**src/rtl/port_arbiter.sv**
```systemverilog
// port_arbiter: credit-gated round-robin arbiter for one router output link, registered one-hot grant.
// Define PORT_ARBITER_LOCAL_PRIO_EN to give the local NI (index 0) absolute priority.
module port_arbiter #(
    parameter int N_REQ   = 5,
    parameter int CREDITS = 4
) (
    input  logic             i_clk,
    input  logic             i_srst_n,
    input  logic [N_REQ-1:0] i_req,
    input  logic             i_creditReturn,
    output logic [N_REQ-1:0] o_grant,
    output logic             o_valid,
    output logic             o_stall,
    output logic [3:0]       o_credits,
    output logic             o_creditErr
);
    localparam int PW = (N_REQ > 1) ? $clog2(N_REQ) : 1;
    typedef enum logic [1:0] {IDLE, ACTIVE, STALL} state_t;
    state_t state_q, state_d;
    logic [PW-1:0] rr_ptr_q, rr_ptr_d, pick;
    logic [3:0] credits_q, credits_d;
    logic [N_REQ-1:0] grant_q, grant_d, elig;
    logic valid_q, valid_d, err_q, err_d;
    logic has_cred, full, do_grant;
    assign has_cred = credits_q != 4'd0;
    assign full = credits_q == 4'(CREDITS);
    always_comb begin
        // the requester whose grant is on the link now is still holding i_req for that same packet
        elig = i_req & ~grant_q;
        pick = '0;
        for (int k = N_REQ - 1; k >= 0; k--) if (elig[k]) pick = PW'(k);
        for (int k = N_REQ - 1; k >= 0; k--) if (elig[k] && k >= int'(rr_ptr_q)) pick = PW'(k);
        do_grant = has_cred && |elig;
        rr_ptr_d = do_grant ? ((pick == PW'(N_REQ - 1)) ? '0 : pick + 1'b1) : rr_ptr_q;
`ifdef PORT_ARBITER_LOCAL_PRIO_EN
        if (has_cred && i_req[0]) begin
            pick = '0;
            do_grant = 1'b1;
            rr_ptr_d = rr_ptr_q;
        end
`else
`endif
        grant_d = do_grant ? N_REQ'(1) << pick : '0;
        valid_d = do_grant;
        credits_d = (do_grant == i_creditReturn) ? credits_q :
                    do_grant ? credits_q - 4'd1 :
                    full ? credits_q : credits_q + 4'd1;
        err_d = i_creditReturn && !do_grant && full;
        state_d = !(|i_req) ? IDLE : has_cred ? ACTIVE : STALL;
    end
    always_ff @(posedge i_clk) begin
        if (!i_srst_n) begin
            state_q <= IDLE;
            rr_ptr_q <= '0;
            credits_q <= 4'(CREDITS);
            grant_q <= '0;
            valid_q <= 1'b0;
            err_q <= 1'b0;
        end else begin
            state_q <= state_d;
            rr_ptr_q <= rr_ptr_d;
            credits_q <= credits_d;
            grant_q <= grant_d;
            valid_q <= valid_d;
            err_q <= err_d;
        end
    end
    assign o_grant = grant_q;
    assign o_valid = valid_q;
    assign o_stall = state_q == STALL;
    assign o_credits = credits_q;
    assign o_creditErr = err_q;
endmodule
```
**config.mk**
```make
export PLATFORM = sky130hd
export DESIGN_NAME = port_arbiter
export DESIGN_NICKNAME = d
export VERILOG_FILES = /design/src/rtl/port_arbiter.sv
export SDC_FILE = /design/constraint.sdc
export NUM_CORES = 1
export LEC_CHECK = 0
export CAP_MARGIN = 20
export CORE_UTILIZATION = 44
export CTS_BUF_LIST = sky130_fd_sc_hd__clkbuf_8 sky130_fd_sc_hd__clkbuf_16
export CTS_CLUSTER_SIZE = 24
export DETAILED_ROUTE_END_ITERATION = 10
export DONT_BUFFER_PORTS = 1
export PLACE_DENSITY = 0.67
export SLEW_MARGIN = 20
export SYNTH_ARGS = -nofsm -noshare
export SYNTH_HDL_FRONTEND = slang
export SYNTH_SLANG_ARGS = --single-unit
```
**constraint.sdc**
```tcl
create_clock -name i_clk -period 5.5 [get_ports i_clk]
set_input_delay 1.1 -clock i_clk [delete_from_list [all_inputs] [get_ports i_clk]]
set_output_delay 1.1 -clock i_clk [all_outputs]
set_load 0.005 [all_outputs]
```
==> qor.txt, run 1 <==
RSZ-0062 raised after global routing: false
Synth-to-layout area growth: 9.52%
Worst-path cell chain: nand2b_1, and4_1, a21oi_4, inv_1, ha_1, a31oi_2, nor2_1, a211oi_1
Htree depth: 1
Overall routing resource usage: 0.180
CP Max Fanout: 8
Leakage power total: 0.415 nW
CP endpoint: o_credits[1]$_SDFFE_PN0P_
Yosys top cell by area: dfxtp_1
Seq/Total Area, Yosys: 0.343
Post-CTS Hold Buffers: 0
P per Cell Area: 639 nW/um2
Clock slew at reported path FFs: 0.06 ns
Average wire per standard cell: 13.8 um
Drt via density: 5.47
Combinational share of power: 0.523
Synthesized net count: 111
Min cycle time layout: 2.73 ns
Max clock buf depth: 2
DRT Pass-1 Iters: 4
CP Capture Type: flip-flop
Reg-to-reg endpoint: o_credits[1]$_SDFFE_PN0P_
DRC viols: 0
Total congestion overflow: 0
Setup total negative slack: 0 ns
Vias in the first global route: 656
CP Buf/Inv Count: 1
Final Max Slew Viols: 0
Initial DRC count: 11
Internal power: 0.000371 W
Max_slew headroom: 0.582
Final ANT Viol Nets: 0
CP max stage cell: a31oi_2
CP top delay family: compound AO/OA/AOI/OAI gates
Routed WL: 1760 um
Utilization after layout: 0.516
Die footprint: 2310 um2
First-pass GRT wire length: 2830 um
Hold Crit Class: flip-flop to flip-flop
Worst reg2reg path depth: 8
Slowest stage delay, CP: 0.37 ns
Worst Setup SP: i_req[1]
Post-CTS Resized: 0
Sw frac: 0.431
Syn Inst Count: 97
Fillers: 179
Total of max-cap violations: 0
Worst Setup Start Kind: primary input
Via Count: 700
Crit path kind: primary input to flip-flop
Synth Cell Area: 933 um2
Antenna violations before repair: 0
Critical Path RT: 5.66 ns
Syn_area_per_cell: 9.62 um2
Die Wd: 48.1 um
Commonest non-fill, non-tap cell in the layout: dfxtp_1
RePlAce Congestion: 0.837
WP depth: 8
Switching power: 0.000282 W
Slew of the pin with the lowest slew margin: 0.621 ns
Post-synth top area share: 0.343
Core area: 1980 um2
Top-Level Pins: 20
Max Fclk: 366 MHz
Final period util: 0.497
Sequential Power Share: 0.321
Clk Latency, worst-skew pair: 0.25 ns
Postcts setup bufs: 0
Die Ht: 48.1 um
Fraction of layout cells with a size suffix above 1: 0.238
Post-DP HPWL: 1390 um
Num rows: 16
Peak supply drop: 0.000334 V
Commonest cells after routing, fill and taps aside: dfxtp_1, inv_1, nor2_1
Clock power share: 0.156
Root buf cell: clkbuf_8
Clock skew: 0.00336 ns
Ys Warns: 0
Final hold violations: 0
Post-synthesis cell type count: 40
TritonCTS clock tree: yes
Final Setup Violations: 0
Initial Utilization: 0.471
# clock sinks: 16
Outcome: finished clean
Pin count of the biggest net entering global routing: 10
Final #Nets: 116
FF+latch count, synth: 16
CTS Buf Count: 3
Top post-synthesis cells by area: dfxtp_1, ha_1, a21oi_4
# port buffers: 0
CP Data Arrival Time: 2.90 ns
Antenna cells: 0
Worst r2r src: o_grant[1]$_SDFF_PP0_
Reg2Reg Setup Slack: 3.20 ns
-- through the flow --
stage	hold slack (ns)	setup WS [ns]	area [um2]	cells	power, W
2_1_floorplan	0.501	2.78	933	97	0.000490
3_3_place_gp	0.537	2.60	967	124	0.000541
3_5_place_dp	0.548	2.51	967	124	0.000553
4_1_cts	0.556	2.79	1020	128	0.000659
5_1_grt	0.601	2.62	1020	128	0.000716
6_report	0.565	2.77	1020	128	0.000653
-- synthesized netlist by cell type, drive strengths merged --
| cell type | n |
|---|---|
| a21oi | 7 |
| nor2b | 2 |
| nand2b | 6 |
| and4 | 1 |
| nor3 | 4 |
| a31oi | 2 |
| or4 | 1 |
| nand2 | 6 |
| a211o | 1 |
| ha | 5 |
| a211oi | 2 |
| and3 | 2 |
| nand3 | 1 |
| mux2i | 1 |
| fa | 1 |
| a21o | 3 |
| nor4b | 1 |
| o21ai | 5 |
| clkinv | 1 |
| a32o | 1 |
| xor2 | 1 |
| xnor2 | 2 |
| a21boi | 2 |
| nor4 | 3 |
| or3 | 2 |
| dfxtp | 16 |
| or2 | 1 |
| nor2 | 8 |
| inv | 9 |
-- how the worst min path moves through the flow --
stage	from	endpoint	slack, ns	cells past startpoint
2_1_floorplan	rr_ptr_q[1]$_SDFFE_PN0P_	rr_ptr_q[1]$_SDFFE_PN0P_	0.50	2
3_3_place_gp	rr_ptr_q[1]$_SDFFE_PN0P_	rr_ptr_q[1]$_SDFFE_PN0P_	0.54	2
3_5_place_dp	rr_ptr_q[1]$_SDFFE_PN0P_	rr_ptr_q[1]$_SDFFE_PN0P_	0.55	2
4_1_cts	rr_ptr_q[1]$_SDFFE_PN0P_	rr_ptr_q[1]$_SDFFE_PN0P_	0.56	2
5_1_grt	rr_ptr_q[1]$_SDFFE_PN0P_	rr_ptr_q[1]$_SDFFE_PN0P_	0.60	2
6_report	rr_ptr_q[1]$_SDFFE_PN0P_	rr_ptr_q[1]$_SDFFE_PN0P_	0.57	2
-- sequential cells by signal (all words and copies together) (netlist names) --
signal,count
o_creditErr,1
o_valid,1
rr_ptr_q,3
state_q,2
o_grant,5
o_credits,4
-- cells by family after synthesis --
| kind of cell | synth area share |
|---|---|
| xor+xnor | 0.0282 |
| flops | 0.343 |
| mux | 0.0107 |
| fa+ha+maj | 0.0885 |
| buf+inv | 0.0402 |
| compound gates | 0.208 |
| simple gates | 0.281 |
-- power by group through the flow --
stage                     Clock, W  Sequential, W  Combinational, W
after floorplan                  0       0.000198          0.000293
after global placement           0       0.000210          0.000331
after detailed placement         0       0.000211          0.000341
after CTS                 0.000106       0.000209          0.000344
after global routing      0.000112       0.000214          0.000391
final                     0.000102       0.000210          0.000341
-- layer usage --
layer  up-vias  track usage  wire length [um]
met5         -            0                 0
met4         0       0.0944                20
met3         4       0.0491                59
met2        14        0.281               878
met1       334        0.225               803
li1        348            -                 -
-- worst min-delay path, delay by kind of cell, from the launching register on --
| family | cells | cell delay (ns) |
|---|---|---|
| flops | 1 | 0.38 |
| simple gates | 1 | 0.09 |
| compound gates | 1 | 0.05 |
-- layout make-up --
cell class / instances / area [um2] / area share
Multi-Input combinational cell: 71 / 576 / 0.563
Sequential cell: 16 / 320 / 0.313
Clock buffer: 4 / 55.1 / 0.0539
Inverter: 10 / 37.5 / 0.0367
Tap cell: 27 / 33.8 / 0.0330
Power figures use the tool's default switching activity.
==> inputs of run 2 (changes only) <==
--- a/config.mk
+++ b/config.mk
@@ -11,7 +11,7 @@
 export CTS_CLUSTER_SIZE = 24
 export DETAILED_ROUTE_END_ITERATION = 10
 export DONT_BUFFER_PORTS = 1
-export PLACE_DENSITY = 0.67
+export PLACE_DENSITY = 0.69
 export SLEW_MARGIN = 20
 export SYNTH_ARGS = -nofsm -noshare
 export SYNTH_HDL_FRONTEND = slang
==> constraint.sdc (replaced) <==
create_clock -name i_clk -period 2.2 [get_ports i_clk]
set_input_delay 0.44 -clock i_clk [delete_from_list [all_inputs] [get_ports i_clk]]
set_output_delay 0.44 -clock i_clk [all_outputs]
set_load 0.005 [all_outputs]
==> run 2 against run 1 <==
Global-route usage up 1.2 points. Count of clock-buffer cells in the layout down 1. Critical path depth up 1. Setup slack worse by 2.6 ns. Clock skew about the same. Sequential cell count unchanged. Register-to-register slack worse by 3.1 ns. Final area up 4.8%. Sequential share of layout area down 1.2 points. Final cell count up 1.6%. Die area unchanged. Critical endpoint is now o_credits[3]$_SDFFE_PN0P_. Largest cell class unchanged.
==> qor.txt, run 2 (synthesized netlist as in run 1, its figures left out) <==
Reg-to-reg endpoint: o_credits[3]$_SDFFE_PN0P_ (was o_credits[1]$_SDFFE_PN0P_)
CP Data Arrival Time: 2.26 ns (was 2.90 ns)
Worst Setup Start Kind: flip-flop (was primary input)
P per Cell Area: 1600 nW/um2 (was 639 nW/um2)
Metal3 WL: 34 um (was 59 um)
CP Max Fanout: 3 (was 8)
# clock sinks: 16 (unchanged)
Total of max-cap violations: 0 (unchanged)
Antenna cells: 0 (unchanged)
Overall routing resource usage: 0.192 (was 0.180)
CP Capture Type: flip-flop (unchanged)
Drt via density: 5.39 (was 5.47)
# port buffers: 0 (unchanged)
Synth-to-layout area growth: 14.7% (was 9.52%)
Routed WL: 1920 um (was 1760 um)
Antenna violations before repair: 0 (unchanged)
Final period util: 0.944
Total congestion overflow: 0 (unchanged)
Total power: 0.00171 W (was 0.000653 W)
CP max stage cell: dfxtp_1 (was a31oi_2)
Commonest non-fill, non-tap cell in the layout: dfxtp_1 (unchanged)
Utilization after layout: 0.540 (was 0.516)
Finished Layout Cells: 130 (was 128)
Num rows: 16 (unchanged)
TritonCTS clock tree: yes (unchanged)
Worst reg2reg path depth: 9 (was 8)
DRT Pass-1 Iters: 3 (was 4)
Final ANT Viol Nets: 0 (unchanged)
Hold Crit Class: primary input to flip-flop (was flip-flop to flip-flop)
Max clock buf depth: 2 (unchanged)
Die Wd: 48.1 um (unchanged)
Met2 wire len: 935 um (was 878 um)
Initial DRC count: 10 (was 11)
Core area: 1980 um2 (unchanged)
WL met1: 939 um (was 803 um)
Reg2Reg Setup Slack: 0.12 ns (was 3.20 ns)
Hold path startpoint: i_srst_n (was rr_ptr_q[1]$_SDFFE_PN0P_)
RePlAce Congestion: 0.944 (was 0.837)
Top-Level Pins: 20 (unchanged)
Slowest stage delay, CP: 0.32 ns (was 0.37 ns)
Outcome: finished clean (unchanged)
Htree depth: 1 (unchanged)
Max_slew headroom: 0.493 (was 0.582)
Setup total negative slack: 0 ns (unchanged)
Slew of the pin with the lowest slew margin: 0.750 ns (was 0.621 ns)
Initial Utilization: 0.471 (unchanged)
Average wire per standard cell: 14.8 um (was 13.8 um)
First-pass GRT wire length: 3050 um (was 2830 um)
Clock slew at reported path FFs: 0.07 ns (was 0.06 ns)
Peak supply drop: 0.000891 V (was 0.000334 V)
Critical Path RT: 2.39 ns (was 5.66 ns)
Commonest cells after routing, fill and taps aside: dfxtp_1, inv_1, nor2_1 (unchanged)
Top cell by count, worst path: a21oi_1
Die Ht: 48.1 um (unchanged)
Placed cell count: 127 (was 124)
Postcts setup bufs: 0 (unchanged)
Worst-path cell chain: nand2b_1, and4_2, a21oi_4, ha_1, a21o_1, a21oi_1, xnor2_1, nand3_1, a21oi_1 (was nand2b_1, and4_1, a21oi_4, inv_1, ha_1, a31oi_2, nor2_1, a211oi_1)
Fin Hold WS: 0.250 ns (was 0.565 ns)
Final hold violations: 0 (unchanged)
Leakage power total: 0.425 nW (was 0.415 nW)
Post-DP HPWL: 1430 um (was 1390 um)
DRC viols: 0 (unchanged)
Final Max Slew Viols: 0 (unchanged)
Via Count: 701 (was 700)
Max FFs per register: 5 (unchanged)
Die footprint: 2310 um2 (unchanged)
Final Setup Violations: 0 (unchanged)
Vias in the first global route: 693 (was 656)
Top sig layer: met4 (unchanged)
Crit path kind: flip-flop to flip-flop (was primary input to flip-flop)
Pin count of the biggest net entering global routing: 9 (was 10)
Hold endpoint: o_credits[2]$_SDFFE_PN1P_ (was rr_ptr_q[1]$_SDFFE_PN0P_)
Clk Latency, worst-skew pair: 0.25 ns (about the same)
Clock skew: 0.00364 ns (was 0.00336 ns)
Max Fclk: 482 MHz
Fraction of layout cells with a size suffix above 1: 0.320 (was 0.238)
Root buf cell: clkbuf_8 (unchanged)
Hold path depth: 1 (was 2)
Worst r2r src: o_grant[0]$_SDFF_PP0_ (was o_grant[1]$_SDFF_PP0_)
CTS Buf Count: 3 (unchanged)
Min cycle time layout: 2.08 ns
Final #Nets: 119 (was 116)
-- run 2: cell count changes in the layout (fill, tap and decap cells not counted), sizes merged --
cell	before	now
buf	0	3
clkbuf	4	3
-- run 2: where the power goes --
part	leakage, nW	internal (W)	switching (W)
Clock	0.0216	0.000122	0.000106
Sequential	0.133	0.000393	0.000147
Combinational	0.271	0.000437	0.000503
-- run 2: critical path, delay by kind of cell, from the launching register on --
kind / cells / cell delay [ns]
fa+ha+maj: 1 / 0.25
simple gates: 3 / 0.62
xor+xnor: 1 / 0.16
compound gates: 4 / 0.66
flops: 1 / 0.32
-- run 2: metal layers --
layer | track usage | vias up
met2 | 0.278 | 7
met4 | 0.0833 | 0
li1 | - | 352
met3 | 0.0340 | 2
met1 | 0.276 | 340
met5 | 0 | -
-- run 2: timing repair --
item,in CTS,in global routing
gates resized for setup,0,10
hold buffers,0,0
setup endpoints to repair,0,7
-- run 2: area by class of cell --
cell class / count / area (um2)
fill: 177 / 911
sequential: 16 / 323
timing repair buffer: 3 / 22.5
multi-input combinational: 71 / 613
tap: 27 / 33.8
clock buffer: 3 / 41.3
inverter: 10 / 37.5
-- run 2: worst max-delay path by stage --
stage                                   from                        end  slack [ns]  cells past startpoint
floorplan                           i_req[1]  o_credits[3]$_SDFFE_PN0P_        0.14                      9
global placement                    i_req[2]   rr_ptr_q[2]$_SDFFE_PN0P_         0.1                      9
detailed placement  rr_ptr_q[2]$_SDFFE_PN0P_   rr_ptr_q[2]$_SDFFE_PN0P_        0.03                     10
CTS                 rr_ptr_q[2]$_SDFFE_PN0P_   rr_ptr_q[2]$_SDFFE_PN0P_       0.004                     10
global route           o_grant[0]$_SDFF_PP0_   rr_ptr_q[2]$_SDFFE_PN0P_       -0.02                     10
finish                 o_grant[0]$_SDFF_PP0_  o_credits[3]$_SDFFE_PN0P_        0.12                      9
-- run 2: per-stage QoR --
stage	worst slack (ns)	area, um2
final	0.124	1070
after global routing	-0.0175	1070
after CTS	0.00404	1030
after detailed placement	0.0320	990
after global placement	0.0995	990
after floorplan	0.140	933
==> inputs of run 3 (changes only) <==
--- a/config.mk
+++ b/config.mk
@@ -6,12 +6,11 @@
 export NUM_CORES = 1
 export LEC_CHECK = 0
 export CAP_MARGIN = 20
-export CORE_UTILIZATION = 44
+export CORE_UTILIZATION = 35
 export CTS_BUF_LIST = sky130_fd_sc_hd__clkbuf_8 sky130_fd_sc_hd__clkbuf_16
 export CTS_CLUSTER_SIZE = 24
 export DETAILED_ROUTE_END_ITERATION = 10
 export DONT_BUFFER_PORTS = 1
-export PLACE_DENSITY = 0.69
 export SLEW_MARGIN = 20
 export SYNTH_ARGS = -nofsm -noshare
 export SYNTH_HDL_FRONTEND = slang
==> run 3 against run 2 <==
Sequential power fell by 3%. Sequential share of layout area fell by 0.42 points. Sequential cell count did not move. Total power rose by 0.80%. Die area rose by 25%. Wire length fell by 3.9%.
==> qor.txt, run 3 (synthesized netlist as in run 1, its figures left out) <==
Place WS: 0.0236 ns (was 0.0320 ns)
Initial Utilization: 0.373 (was 0.471)
Top-Level Pins: 20 (unchanged)
Num rows: 18 (was 16)
Clock skew: 0.00481 ns (was 0.00364 ns)
Total congestion overflow: 0 (unchanged)
Via Count: 718 (was 701)
First-pass GRT wire length: 3110 um (was 3050 um)
Antenna violations before repair: 0 (unchanged)
Max FFs per register: 5 (unchanged)
Max clock buf depth: 2 (unchanged)
CP Data Arrival Time: 2.26 ns (about the same)
Max Fclk: 478 MHz (was 482 MHz)
Average wire per standard cell: 13.7 um (was 14.8 um)
Htree depth: 1 (unchanged)
Total power: 0.00172 W (was 0.00171 W)
Crit path kind: flip-flop to flip-flop (unchanged)
Critical Path RT: 2.37 ns (was 2.39 ns)
Initial DRC count: 11 (was 10)
Total of max-cap violations: 0 (unchanged)
Worst r2r src: rr_ptr_q[2]$_SDFFE_PN0P_ (was o_grant[0]$_SDFF_PP0_)
DRC viols: 0 (unchanged)
Slew of the pin with the lowest slew margin: 0.636 ns (was 0.750 ns)
Die footprint: 2880 um2 (was 2310 um2)
Final Setup Violations: 0 (unchanged)
Vias in the first global route: 702 (was 693)
Antenna cells: 0 (unchanged)
Fraction of layout cells with a size suffix above 1: 0.305 (was 0.320)
Core area: 2500 um2 (was 1980 um2)
Hold Crit Class: primary input to flip-flop (unchanged)
CP Max Fanout: 8 (was 3)
Routed WL: 1850 um (was 1920 um)
Die Ht: 53.6 um (was 48.1 um)
Hold endpoint: o_credits[2]$_SDFFE_PN1P_ (unchanged)
Pin count of the biggest net entering global routing: 10 (was 9)
Fillers: 241 (was 177)
Final Max Slew Viols: 0 (unchanged)
Commonest cells after routing, fill and taps aside: dfxtp_1, inv_1, nor2_1 (unchanged)
Synth-to-layout area growth: 16.4% (was 14.7%)
# clock sinks: 16 (unchanged)
CTS Buf Count: 3 (unchanged)
Fin Hold WS: 0.251 ns (was 0.250 ns)
Post-DP HPWL: 1460 um (was 1430 um)
Final hold violations: 0 (unchanged)
Leakage power total: 0.440 nW (was 0.425 nW)
P per Cell Area: 1590 nW/um2 (was 1600 nW/um2)
Final worst slack: 0.107 ns (was 0.124 ns)
Outcome: finished clean (unchanged)
Final ANT Viol Nets: 0 (unchanged)
Commonest non-fill, non-tap cell in the layout: dfxtp_1 (unchanged)
Setup total negative slack: 0 ns (unchanged)
Reg2Reg Setup Slack: 0.11 ns (was 0.12 ns)
RePlAce Congestion: 0.781 (was 0.944)
Drt via density: 5.32 (was 5.39)
CP Capture Type: flip-flop (unchanged)
Worst reg2reg path depth: 10 (was 9)
Min cycle time layout: 2.09 ns (was 2.08 ns)
Hold path startpoint: i_srst_n (unchanged)
Final #Nets: 120 (was 119)
TritonCTS clock tree: yes (unchanged)
Placed cell count: 131 (was 127)
Overall routing resource usage: 0.153 (was 0.192)
Hold path depth: 1 (unchanged)
# port buffers: 0 (unchanged)
Reg-to-reg endpoint: rr_ptr_q[2]$_SDFFE_PN0P_ (was o_credits[3]$_SDFFE_PN0P_)
Die Wd: 53.6 um (was 48.1 um)
DRT Pass-1 Iters: 4 (was 3)
Clock slew at reported path FFs: 0.07 ns (about the same)
RSZ-0062 raised after global routing: false
Clk Latency, worst-skew pair: 0.25 ns (about the same)
Finished Layout Cells: 135 (was 130)
Final period util: 0.951 (was 0.944)
Max_slew headroom: 0.570 (was 0.493)
Worst Setup Start Kind: flip-flop (unchanged)
Peak supply drop: 0.000651 V (was 0.000891 V)
Root buf cell: clkbuf_8 (unchanged)
[run 3: final cells by class]
| class | instances | area (um2) | share of cell area |
|---|---|---|---|
| Multi-Input combinational cell | 71 | 603 | 0.555 |
| Sequential cell | 16 | 323 | 0.297 |
| Clock buffer | 4 | 55.1 | 0.0507 |
| Inverter | 10 | 37.5 | 0.0346 |
| Tap cell | 30 | 37.5 | 0.0346 |
| Timing Repair Buffer | 4 | 30.0 | 0.0276 |
[run 3: metrics by stage]
step / util / area (um2)
after global routing: 0.434 / 1090
after floorplan: - / 933
final: 0.434 / 1090
after detailed placement: 0.400 / 1000
after global placement: 0.400 / 1000
after CTS: 0.423 / 1060
[run 3: critical path, stage by stage (launching register included)]
cell and delay [ns]:
dfxtp_2 0.45, o21ai_2 0.11, a21boi_1 0.21, a21boi_1 0.23
o21ai_2 0.09, a21oi_4 0.19, inv_2 0.09, ha_2 0.21
nor2_1 0.11, mux2i_1 0.10, a211oi_2 0.21
[run 3: report_power, final]
group          internal [W]  total (W)  switching [W]
sequential         0.000393   0.000524       0.000130
clock              0.000158   0.000259       0.000101
combinational      0.000435   0.000940       0.000505
[run 3: worst max path at each step]
stage               slack [ns]                   endpoint  depth (start not counted)                     start
floorplan                 0.14  o_credits[3]$_SDFFE_PN0P_                          9                  i_req[1]
global placement          0.08   rr_ptr_q[2]$_SDFFE_PN0P_                         10  rr_ptr_q[2]$_SDFFE_PN0P_
detailed placement        0.02   rr_ptr_q[2]$_SDFFE_PN0P_                         10  rr_ptr_q[2]$_SDFFE_PN0P_
CTS                       0.06   rr_ptr_q[2]$_SDFFE_PN0P_                          9     o_grant[2]$_SDFF_PP0_
global route             0.002  o_credits[3]$_SDFFE_PN0P_                          9     o_grant[3]$_SDFF_PP0_
finish                    0.11   rr_ptr_q[2]$_SDFFE_PN0P_                         10  rr_ptr_q[2]$_SDFFE_PN0P_
[run 3: per-layer routing]
layer | vias up | track usage | wire length, um
met4 | 0 | 0.0658 | 19
met2 | 11 | 0.250 | 940
met3 | 2 | 0.0339 | 60
met1 | 348 | 0.191 | 828
li1 | 357 | - | -
met5 | - | 0 | 0
[run 3: what timing repair did]
| item | CTS | global route |
|---|---|---|
| cloned | 0 | 0 |
| hold buffers | 0 | 0 |
| pin swaps | 0 | 1 |
| setup endpoints to repair | 1 | 4 |
| buffers inserted | 0 | 0 |
| resized for setup | 1 | 5 |
==> RTL change, RTL diff (settings of run 3) <==
Re-encode `state_t` (3 states) as one-hot, 3 bits wide.
--- a/src/rtl/port_arbiter.sv
+++ b/src/rtl/port_arbiter.sv
@@ -17,3 +17,3 @@
     localparam int PW = (N_REQ > 1) ? $clog2(N_REQ) : 1;
-    typedef enum logic [1:0] {IDLE, ACTIVE, STALL} state_t;
+    typedef enum logic [2:0] {IDLE = 3'b001, ACTIVE = 3'b010, STALL = 3'b100} state_t;
     state_t state_q, state_d;
Check against the original RTL: no difference found for any inputs over 10 cycles, from zero or initial values and one cycle with i_srst_n low; not proved beyond that.
==> RTL change against run 3 <==
Setup slack improved by 0.014 ns. Routed wire length rose by 5.0%. Clock power fell by 9.7%. Combinational power fell by 26%. Die area did not move. Power fell by 16%. Area after synthesis did not move. Cell count rose by 8.9%. Design area did not move. Critical path depth fell by 1. Sequential share of layout area rose by 1.6 points. Sequential cell count rose by 1. Clock skew fell by 0.0020 ns. Sequential power barely moved.
==> RTL change: results (changes against run 3) <==
\begin{tabular}{lr}
\hline
Metric & Value \\
\hline
\multicolumn{2}{l}{\textbf{Outcome}} \\
\quad Result of the run & completed (unchanged) \\
\multicolumn{2}{l}{\textbf{CTS}} \\
\quad Post-CTS sizing & 0 (was 1) \\
\multicolumn{2}{l}{\textbf{Critical path}} \\
\quad Crit path max-delay cell type & dfxtp\_1 (was dfxtp\_2) \\
\quad Top Family by Delay on Critical Path & simple AND/OR/NAND/NOR gates (was compound AO/OA/AOI/OAI gates) \\
\quad Maximum fanout encountered on the critical timing path & 6 (was 8) \\
\quad Data arrival time at the worst-slack endpoint & 2.23 ns (was 2.26 ns) \\
\multicolumn{2}{l}{\textbf{Routing}} \\
\quad Vias post-DR & 804 (was 718) \\
\quad Met3 Wirelength & 122 um (was 60 um) \\
\quad Routed length per placed instance & 13.20 um (was 13.69 um) \\
\quad Wire length on met2 & 943 um (was 940 um) \\
\quad Routed metal-1 wirelength & 837 um (was 828 um) \\
\quad DR iter-0 viols & 17 (was 11) \\
\multicolumn{2}{l}{\textbf{Synth}} \\
\quad Synth Net Count & 121 (was 111) \\
\quad Ranking of synthesized cells by instance count & dfxtp\_1 (17), nand2\_1 (11), nor2\_1 (9), inv\_1 (8), ha\_1 (5) (was dfxtp\_1 (16), inv\_1 (8), nor2\_1 (7), nand2\_1 (6)) \\
\quad Part of the Yosys area used for sequential elements & 36.46\% (was 34.32\%) \\
\quad Per-instance average area after synthesis & 8.723 um\^{}2 (was 9.623 um\^{}2) \\
\multicolumn{2}{l}{\textbf{Global route}} \\
\quad Largest net degree at the start of global routing & 15 (was 10) \\
\quad Overall routing resource usage & 15.59\% (was 15.29\%) \\
\quad Wire length of the first global-routing pass & 3.160 mm (was 3.105 mm) \\
\multicolumn{2}{l}{\textbf{Final layout}} \\
\quad Area taken by flip-flops and latches & 340.3 um\^{}2 (was 322.8 um\^{}2) \\
\quad Proportion of layout cells with a drive suffix above 1 & 15.38\% (was 30.48\%) \\
\quad Non-filler instance count after layout & 147 (was 135) \\
\quad Count of fill cells added during filler insertion & 246 (was 241) \\
\multicolumn{2}{l}{\textbf{Power}} \\
\quad LEAKAGE & 0.4854 nW (was 0.4396 nW) \\
\quad Clock net power & 0.000234 W (was 0.000259 W) \\
\quad Peak supply drop & 588.4 uV (was 651.1 uV) \\
\multicolumn{2}{l}{\textbf{Placement}} \\
\quad Place WS & -0.003771 ns (was 0.02356 ns) \\
\quad Placed Instance Area & 1032 um\^{}2 (was 1001 um\^{}2) \\
\quad Final Wtd Congestion & 0.8301 (was 0.7809) \\
\hline
\end{tabular}
-- RTL change: cell types whose count changed in the layout (fill, tap and decap cells not counted), sizes merged, moves of 2 or more --
cell    before  now
o21a         0    2
o32ai        0    2
o22ai        0    2
nand2b       6    3
a211oi       2    0
o211a        0    2
nand2        6   11
buf          4    9
a21o         3    1
nor3         4    2
nor2b        2    6
a21oi        7    5
-- RTL change: cell type report --
| type | instances | area share (%) |
|---|---|---|
| multi-input cells | 79 | 52.07 |
| flip-flops and latches | 17 | 31.34 |
| repair buffers | 9 | 6.221 |
| clock buffers | 3 | 3.802 |
| well taps | 30 | 3.456 |
| inverters | 8 | 2.765 |
| clock inverters | 1 | 0.3456 |
-- RTL change: cells by family (layout without fill, tap and decap cells) --
family | after synthesis | after routing | share of synthesized area [%]
AND/OR/NAND/NOR | 44 | 44 | 27.62
adder cells (fa/ha/maj) | 6 | 6 | 8.847
multiplexers | 2 | 2 | 2.145
XOR/XNOR | 3 | 3 | 2.816
buffers and inverters | 11 | 21 | 4.690
AO/OA/AOI/OAI | 24 | 24 | 17.43
flip-flops | 17 | 17 | 36.46
-- RTL change: path summary, 6_finish.rpt --
kind / slack (ns) / end / startpoint / cells past startpoint
max: 0.12 / o_credits[3] / o_grant[1] / 9
min reg2reg: 0.54 / o_credits[3] / o_credits[3] / 2
min: 0.25 / o_credits[2] / i_srst_n / 1
max reg2reg: 0.12 / o_credits[3] / o_grant[1] / 9
-- RTL change: worst register-to-register path: cells and delay by family, from the launching register on --
family          cells  cell delay (ns)
simple gates        3             0.54
compound gates      3             0.48
flops               1             0.39
fa+ha+maj           1             0.29
xor+xnor            1             0.15
mux                 1             0.12
-- RTL change: per-layer routing --
layer	vias to the layer above	track usage, %
li1	392	-
met1	374	18.79
met2	34	25.21
met3	4	3.955
met4	0	8.333
met5	-	0
